[src/rtl/col_buff_writer_if.sv]
// Handshake bundle for the column-buffer writer. It carries the pixel source stream,
// the FIFO flags and read strobe, and the writer's FIFO write port and status.
interface col_buff_writer_if #(
   parameter int W_ADDR = 8,
   parameter int W_DATA = 8
);
   logic              i_enable;
   logic              i_pix_valid;
   logic [W_DATA-1:0] i_pix_data;
   logic              o_pix_ready;
   logic              i_fifo_full;
   logic              i_fifo_empty;
   logic              i_read_enable;
   logic              o_write_enable;
   logic [W_DATA-1:0] o_write_data;
   logic [W_ADDR:0]   o_occupants;
   logic              o_frame_done;
   logic              o_busy;

   modport master (
      input  i_enable, i_pix_valid, i_pix_data, i_fifo_full, i_fifo_empty, i_read_enable,
      output o_pix_ready, o_write_enable, o_write_data, o_occupants, o_frame_done, o_busy
   );

   modport slave (
      output i_enable, i_pix_valid, i_pix_data, i_fifo_full, i_fifo_empty, i_read_enable,
      input  o_pix_ready, o_write_enable, o_write_data, o_occupants, o_frame_done, o_busy
   );
endinterface

[src/rtl/col_buff_writer.sv]
// Column-buffer writer: streams one frame of ROW*COL pixels plus a zero terminator
// into a FIFO, and tracks how many words the FIFO holds for the reader controller.
module col_buff_writer #(
   parameter int COL    = 3,
   parameter int ROW    = 9,
   parameter int W_ADDR = 8,
   parameter int W_DATA = 8
) (
   input  logic              i_clk,
   input  logic              i_rst_n,
   col_buff_writer_if.master bus
);
   localparam int              N       = ROW * COL;
   localparam int              W_CNT   = $clog2(N + 1);
   localparam logic [W_ADDR:0] DEPTH_V = {1'b1, {W_ADDR{1'b0}}};

   typedef enum logic [1:0] {IDLE, FILL, TERM, DRAIN} state_t;

   state_t            state_q;
   logic [W_CNT-1:0]  cnt_q;
   logic [W_ADDR:0]   occ_q, occ_d;
   logic              we_q;
   logic [W_DATA-1:0] wdata_q;
   logic              done_q;
   logic              busy_q;

   logic space_ok, accept, term_issue, drain_done;

   // A read strobe on an empty count is dropped so the count can never wrap.
   function automatic logic [W_ADDR:0] occ_update(input logic [W_ADDR:0] occ,
                                                  input logic            inc,
                                                  input logic            dec_req);
      logic dec;
      dec = dec_req && (occ != '0);
      case ({inc, dec})
         2'b10:   return occ + 1'b1;
         2'b01:   return occ - 1'b1;
         default: return occ;
      endcase
   endfunction

   always_comb begin
      space_ok   = !bus.i_fifo_full && (occ_q < DEPTH_V);
      accept     = (state_q == FILL) && space_ok && bus.i_pix_valid;
      term_issue = (state_q == TERM) && space_ok;
      drain_done = (state_q == DRAIN) && (occ_q == '0) && bus.i_fifo_empty;
      occ_d      = occ_update(occ_q, accept || term_issue, bus.i_read_enable);
   end

   always_ff @(posedge i_clk or negedge i_rst_n) begin
      if (!i_rst_n) begin
         state_q <= IDLE;
         cnt_q   <= '0;
         occ_q   <= '0;
         we_q    <= 1'b0;
         wdata_q <= '0;
         done_q  <= 1'b0;
         busy_q  <= 1'b0;
      end else begin
         occ_q  <= occ_d;
         we_q   <= accept || term_issue;
         done_q <= drain_done;
         if (accept)
            wdata_q <= bus.i_pix_data;
         else if (term_issue)
            wdata_q <= '0;

         case (state_q)
            IDLE: begin
               if (bus.i_enable) begin
                  state_q <= FILL;
                  cnt_q   <= '0;
                  busy_q  <= 1'b1;
               end
            end
            FILL: begin
               if (accept) begin
                  cnt_q <= cnt_q + W_CNT'(1);
                  if (cnt_q == W_CNT'(N - 1))
                     state_q <= TERM;
               end
            end
            TERM: begin
               if (term_issue)
                  state_q <= DRAIN;
            end
            DRAIN: begin
               // The frame is only retired once both our count and the FIFO agree it is empty.
               if (drain_done) begin
                  state_q <= IDLE;
                  busy_q  <= 1'b0;
               end
            end
            default: begin
               state_q <= IDLE;
               busy_q  <= 1'b0;
            end
         endcase
      end
   end

   assign bus.o_pix_ready    = (state_q == FILL) && space_ok;
   assign bus.o_write_enable = we_q;
   assign bus.o_write_data   = wdata_q;
   assign bus.o_occupants    = occ_q;
   assign bus.o_frame_done   = done_q;
   assign bus.o_busy         = busy_q;

endmodule

[src/flat_wrapper.sv]
// flat-port wrapper written by rule: the top's interface ports become plain ports
module col_buff_writer_flat 
#(
   parameter int COL    = 3,
   parameter int ROW    = 9,
   parameter int W_ADDR = 8,
   parameter int W_DATA = 8
)
  (i_clk, i_rst_n, bus_i_enable, bus_i_pix_valid, bus_i_pix_data, bus_i_fifo_full, bus_i_fifo_empty, bus_i_read_enable, bus_o_pix_ready, bus_o_write_enable, bus_o_write_data, bus_o_occupants, bus_o_frame_done, bus_o_busy);
  col_buff_writer_if #(.W_ADDR(W_ADDR), .W_DATA(W_DATA)) bus_i ();
  input  logic i_clk;
  input  logic i_rst_n;
  input wire logic [$bits(bus_i.i_enable)-1:0] bus_i_enable;
  input wire logic [$bits(bus_i.i_pix_valid)-1:0] bus_i_pix_valid;
  input wire logic [$bits(bus_i.i_pix_data)-1:0] bus_i_pix_data;
  input wire logic [$bits(bus_i.i_fifo_full)-1:0] bus_i_fifo_full;
  input wire logic [$bits(bus_i.i_fifo_empty)-1:0] bus_i_fifo_empty;
  input wire logic [$bits(bus_i.i_read_enable)-1:0] bus_i_read_enable;
  output wire logic [$bits(bus_i.o_pix_ready)-1:0] bus_o_pix_ready;
  output wire logic [$bits(bus_i.o_write_enable)-1:0] bus_o_write_enable;
  output wire logic [$bits(bus_i.o_write_data)-1:0] bus_o_write_data;
  output wire logic [$bits(bus_i.o_occupants)-1:0] bus_o_occupants;
  output wire logic [$bits(bus_i.o_frame_done)-1:0] bus_o_frame_done;
  output wire logic [$bits(bus_i.o_busy)-1:0] bus_o_busy;
  assign bus_i.i_enable = bus_i_enable;
  assign bus_i.i_pix_valid = bus_i_pix_valid;
  assign bus_i.i_pix_data = bus_i_pix_data;
  assign bus_i.i_fifo_full = bus_i_fifo_full;
  assign bus_i.i_fifo_empty = bus_i_fifo_empty;
  assign bus_i.i_read_enable = bus_i_read_enable;
  assign bus_o_pix_ready = bus_i.o_pix_ready;
  assign bus_o_write_enable = bus_i.o_write_enable;
  assign bus_o_write_data = bus_i.o_write_data;
  assign bus_o_occupants = bus_i.o_occupants;
  assign bus_o_frame_done = bus_i.o_frame_done;
  assign bus_o_busy = bus_i.o_busy;
  col_buff_writer #(.COL(COL), .ROW(ROW), .W_ADDR(W_ADDR), .W_DATA(W_DATA)) u_core (.i_clk(i_clk), .i_rst_n(i_rst_n), .bus(bus_i));
endmodule
[config.mk]
export PLATFORM = sky130hd
export DESIGN_NAME = col_buff_writer_flat
export DESIGN_NICKNAME = d
export VERILOG_FILES = /design/src/rtl/col_buff_writer_if.sv /design/src/rtl/col_buff_writer.sv /design/src/flat_wrapper.sv
export SDC_FILE = /design/constraint.sdc
export NUM_CORES = 1
export LEC_CHECK = 0
export CAP_MARGIN = 25
export CORE_UTILIZATION = 40
export DETAILED_ROUTE_END_ITERATION = 12
export PLACE_DENSITY = 0.76
export SETUP_SLACK_MARGIN = 0.15
export SYNTH_ARGS = -nofsm -noshare
export SYNTH_HDL_FRONTEND = slang
export SYNTH_SLANG_ARGS = --single-unit
[constraint.sdc]
create_clock -name i_clk -period 7.7 [get_ports i_clk]
set_clock_uncertainty 0.15 [all_clocks]
set_input_delay 1.54 -clock i_clk [delete_from_list [all_inputs] [get_ports i_clk]]
set_output_delay 1.54 -clock i_clk [all_outputs]
set_load 0.02 [all_outputs]
==> results.txt <==
----------------------------------------------------
[Floorplan]
  Initial standard-cell utilization of the core ... 0.414
  Placeable core area ... roughly 4000 um^2
  Floorplan die height ... between 60 and 70 um
  Ports placed on the boundary ... 36
  X dimension of the die ... about 66 um
  Row Count ... 23
  Full die area ... about 4400 um^2

[Critical path]
  Startpoint of the worst setup timing path ... bus_i_fifo_full
  Start-to-end type of the worst setup path ... primary input to register
  Worst Setup End Kind ... register
  CP max FO ... 19
  Worst reg2reg startpoint ... u_core.state_q[1]$_DFFE_PN0P_
  Required time of the critical path ... approximately 7.8 ns
  Arrival time worst endpoint ... between 4 and 5 ns
  Critical Path Source Type ... primary input

[Clock tree]
  Clock tree from TritonCTS ... yes
  Clock-pin slew of the registers on the worst-case setup and hold paths ... 0.10 ns
  Clock insertion delay at the later pin of the skew report ... ~0.27 ns
  Clock H-tree levels ... 1
  Inserted Clock Buffers ... 3
  Number of post-CTS setup repair buffers ... 0
  Root cell of the clock tree ... clkbuf_8
  Number of sinks driven by the clock tree ... 27
  PostCTS Resize Cnt ... 0
  Hold buffer count at cts ... 0
  Buffer depth of the longest clock path ... 2

[Detailed routing]
  Remaining routing DRC violations ... 0
  Number of search-and-repair iterations in the first detailed-routing pass ... 4
  Count of nets left with antenna violations after detail routing ... 0
  Via total after detailed routing ... roughly 1300
  Number of vias per cell ... ~5.5
  Per-cell routed wire length ... 14.0 um
  Detailed-route wire length ... roughly 3400 um
  DRT iter0 DRCs ... 92

[Synthesis]
  Fraction of the mapped netlist area in compound gates ... 0.179
  Post-synthesis cell type count ... between 40 and 50
  Mux share of post-synthesis cell area ... 0.0347
  Flip-flop and latch count after synthesis ... 27
  Combinational family with the most area after synthesis ... simple AND/OR/NAND/NOR gates
  Post-synthesis simple-gate area fraction ... 0.200
  Cell with the most instances after synthesis ... dfrtp_1
  Parity-gate share of the synthesized area counting xor and xnor cells ... 0.0529
  Number of synthesized flops with an enable pin ... 0
  Area contributors post-synth ... dfrtp_1 (41%), ha_1 (6.8%), a22o_1 (4.2%), xnor2_1 (4.2%), nand3_1 (3.0%)
  Asr flop ratio synth ... 1.00
  Post-synthesis cell count ... roughly 160
  Ys flop type ... dfrtp_1
  Seq/Total Area, Yosys ... 0.408
  Post-synth net total ... 187
  Adder and majority cell fraction of the synthesized area ... 0.0680
  Dominant cell type by area after synthesis ... dfrtp_1
  Combined area of all synthesized cells ... 1660 um^2
  Warnings, synthesis ... 0
  Commonest cells in the synthesized netlist ... dfrtp_1 (27), nand2_1 (10), nand3_1 (10)
  Post-synth top area share ... 0.408
  Avg Synthesized Cell Area ... around 10 um^2

[STA]
  Final sum of negative setup slack ... 0 ns
  Min Clock Period, post-route ... ~4.7 ns
  Final max-slew violation count ... 0
  Minimum hold slack ... about 0.36 ns
  Setup violations, final ... 0
  Final hold violation count ... 0
  RSZ-0062 raised after global routing ... false
  Max Fclk ... roughly 0.21 GHz
  Slew of the pin with the lowest slew margin ... 0.620 ns
  Final period utilization ... 0.616
  Remaining max-slew budget at the tightest pin ... 0.586

[GRT]
  Sum of overflow across all layers after global routing ... 0
  Global-route wire length before repair ... ~5700 um
  Number of antenna violations at the first check in global routing ... 0
  Via count of the first global-routing pass ... about 1200
  Overall routing resource usage ... 0.165
  Pin count of the biggest net entering global routing ... 28

[Cells and area]
  Fillers ... about 380
  Layout Area Growth over Synthesis ... 24.6%
  Share of cells above drive strength 1 ... 0.0677
  Layout net count ... approximately 220
  Post-Route Utilization ... 0.516
  Diode count ... 0

[Power and ir drop]
  Fraction of power spent switching nets ... 0.437
  Max IR drop VDD ... 0.129 mV
  Logic gate share of total power ... 0.536
  Total power ... 0.825 mW
  Standby leakage power ... slightly below 0.9 nW
  Cell internal power dissipation ... 0.464 mW
  Fraction of power consumed by the clock network ... 0.099
  Power density cells ... ~400 nW/um^2
  Reported net switching power ... 0.361 mW
  Seq pwr share ... 0.366

[Status]
  Result of the run ... finished, final reports clean

[Placed design]
  Routability congestion estimate ... just under 0.8
  Placed wire-length estimate after detailed placement ... 2490 um
  Port Buffers ... 35

[Hold path]
  Startpoint of the most critical hold path ... u_core.bus.o_write_data[4]$_DFFE_PN0P_
  Worst hold-check path type ... register to register

[Run]
  Max-cap check violation count ... 0

----------------------------------------------------
## routing by layer
metal  share of wire  routed length [um]  global-route usage
met5               0                   0                   0
met4           0.015                  51              0.0532
met3           0.028                  96              0.0224
met2            0.47                1600               0.267
met1            0.49                1650               0.227
## cells in the final DEF, fill, tap and decap left out, drive strengths merged, types with 6 or more instances in the layout
| cell | count |
|---|---|
| clkdlybuf4s50 | 35 |
| dfrtp | 27 |
| nand3 | 10 |
| nand2 | 10 |
| inv | 9 |
| ha | 9 |
| nor2 | 8 |
| xnor2 | 8 |
| a22o | 8 |
| a21oi | 7 |
| o21ai | 6 |
## final timing paths
kind | slack [ns] | endpoint | depth (start not counted)
max in group asynchronous | 5.67 | u_core.bus.o_occupants[8]$_DFFE_PN0P_ | 2
setup reg to reg | 3.84 | u_core.bus.o_occupants[4]$_DFFE_PN0P_ | 11
hold reg to reg | 0.36 | u_core.bus.o_write_data[4]$_DFFE_PN0P_ | 1
setup / recovery | 2.95 | u_core.bus.o_occupants[4]$_DFFE_PN0P_ | 10
min in group asynchronous | 1.48 | u_core.bus.o_occupants[3]$_DFFE_PN0P_ | 2
hold / removal | 0.36 | u_core.bus.o_write_data[4]$_DFFE_PN0P_ | 1
## layout make-up
class	instances	area [um^2]	share of cell area
well taps	50	62.6	0.0303
flip-flops and latches	27	676	0.327
clock inverters	1	7.51	0.00364
inverters	9	33.8	0.0164
multi-input cells	116	886	0.429
repair buffers	36	358	0.173
clock buffers	3	41.3	0.0200
## power groups by stage
stage / Sequential, mW / Clock, mW / Combinational, mW
after floorplan: 0.311 / 0 / 0.287
after global placement: 0.302 / 0 / 0.433
after detailed placement: 0.303 / 0 / 0.443
after CTS: 0.301 / 0.0833 / 0.445
after global routing: 0.313 / 0.0901 / 0.486
final: 0.302 / 0.0814 / 0.442
## flip-flops by register name, summed over array words and instances, names as in the netlist
register / cells
u_core.bus.o_busy: 1
u_core.bus.o_frame_done: 1
u_core.bus.o_occupants: 9
u_core.bus.o_write_data: 8
u_core.bus.o_write_enable: 1
u_core.cnt_q: 5
u_core.state_q: 2
## critical path, cell delays in order
cell and delay (ns):
clkdlybuf4s50_1 0.48, and4bb_1 0.32, a21oi_2 0.44, ha_1 0.65
xor2_1 0.16, ha_1 0.25, and4b_1 0.22, nor4_2 0.34
mux2i_1 0.26, xnor2_1 0.13
## cell families (layout without fill, tap and decap cells)
| group | count (synthesis) | in the layout |
|---|---|---|
| fa+ha+maj | 9 | 9 |
| xor+xnor | 10 | 10 |
| mux | 5 | 5 |
| flops | 27 | 27 |
| buf+inv | 20 | 49 |
| simple gates | 53 | 53 |
| compound gates | 39 | 39 |
## per-stage QoR
| stage | cell area [um^2] | cells | worst slack [ns] |
|---|---|---|---|
| floorplan | 1660 | 163 | 3.44 |
| global placement | 2020 | 238 | 2.81 |
| detailed placement | 2020 | 238 | 2.66 |
| global route | 2060 | 242 | 2.69 |
| finish | 2060 | 242 | 2.95 |
| CTS | 2060 | 242 | 2.95 |
Power figures use the tool's default switching activity.
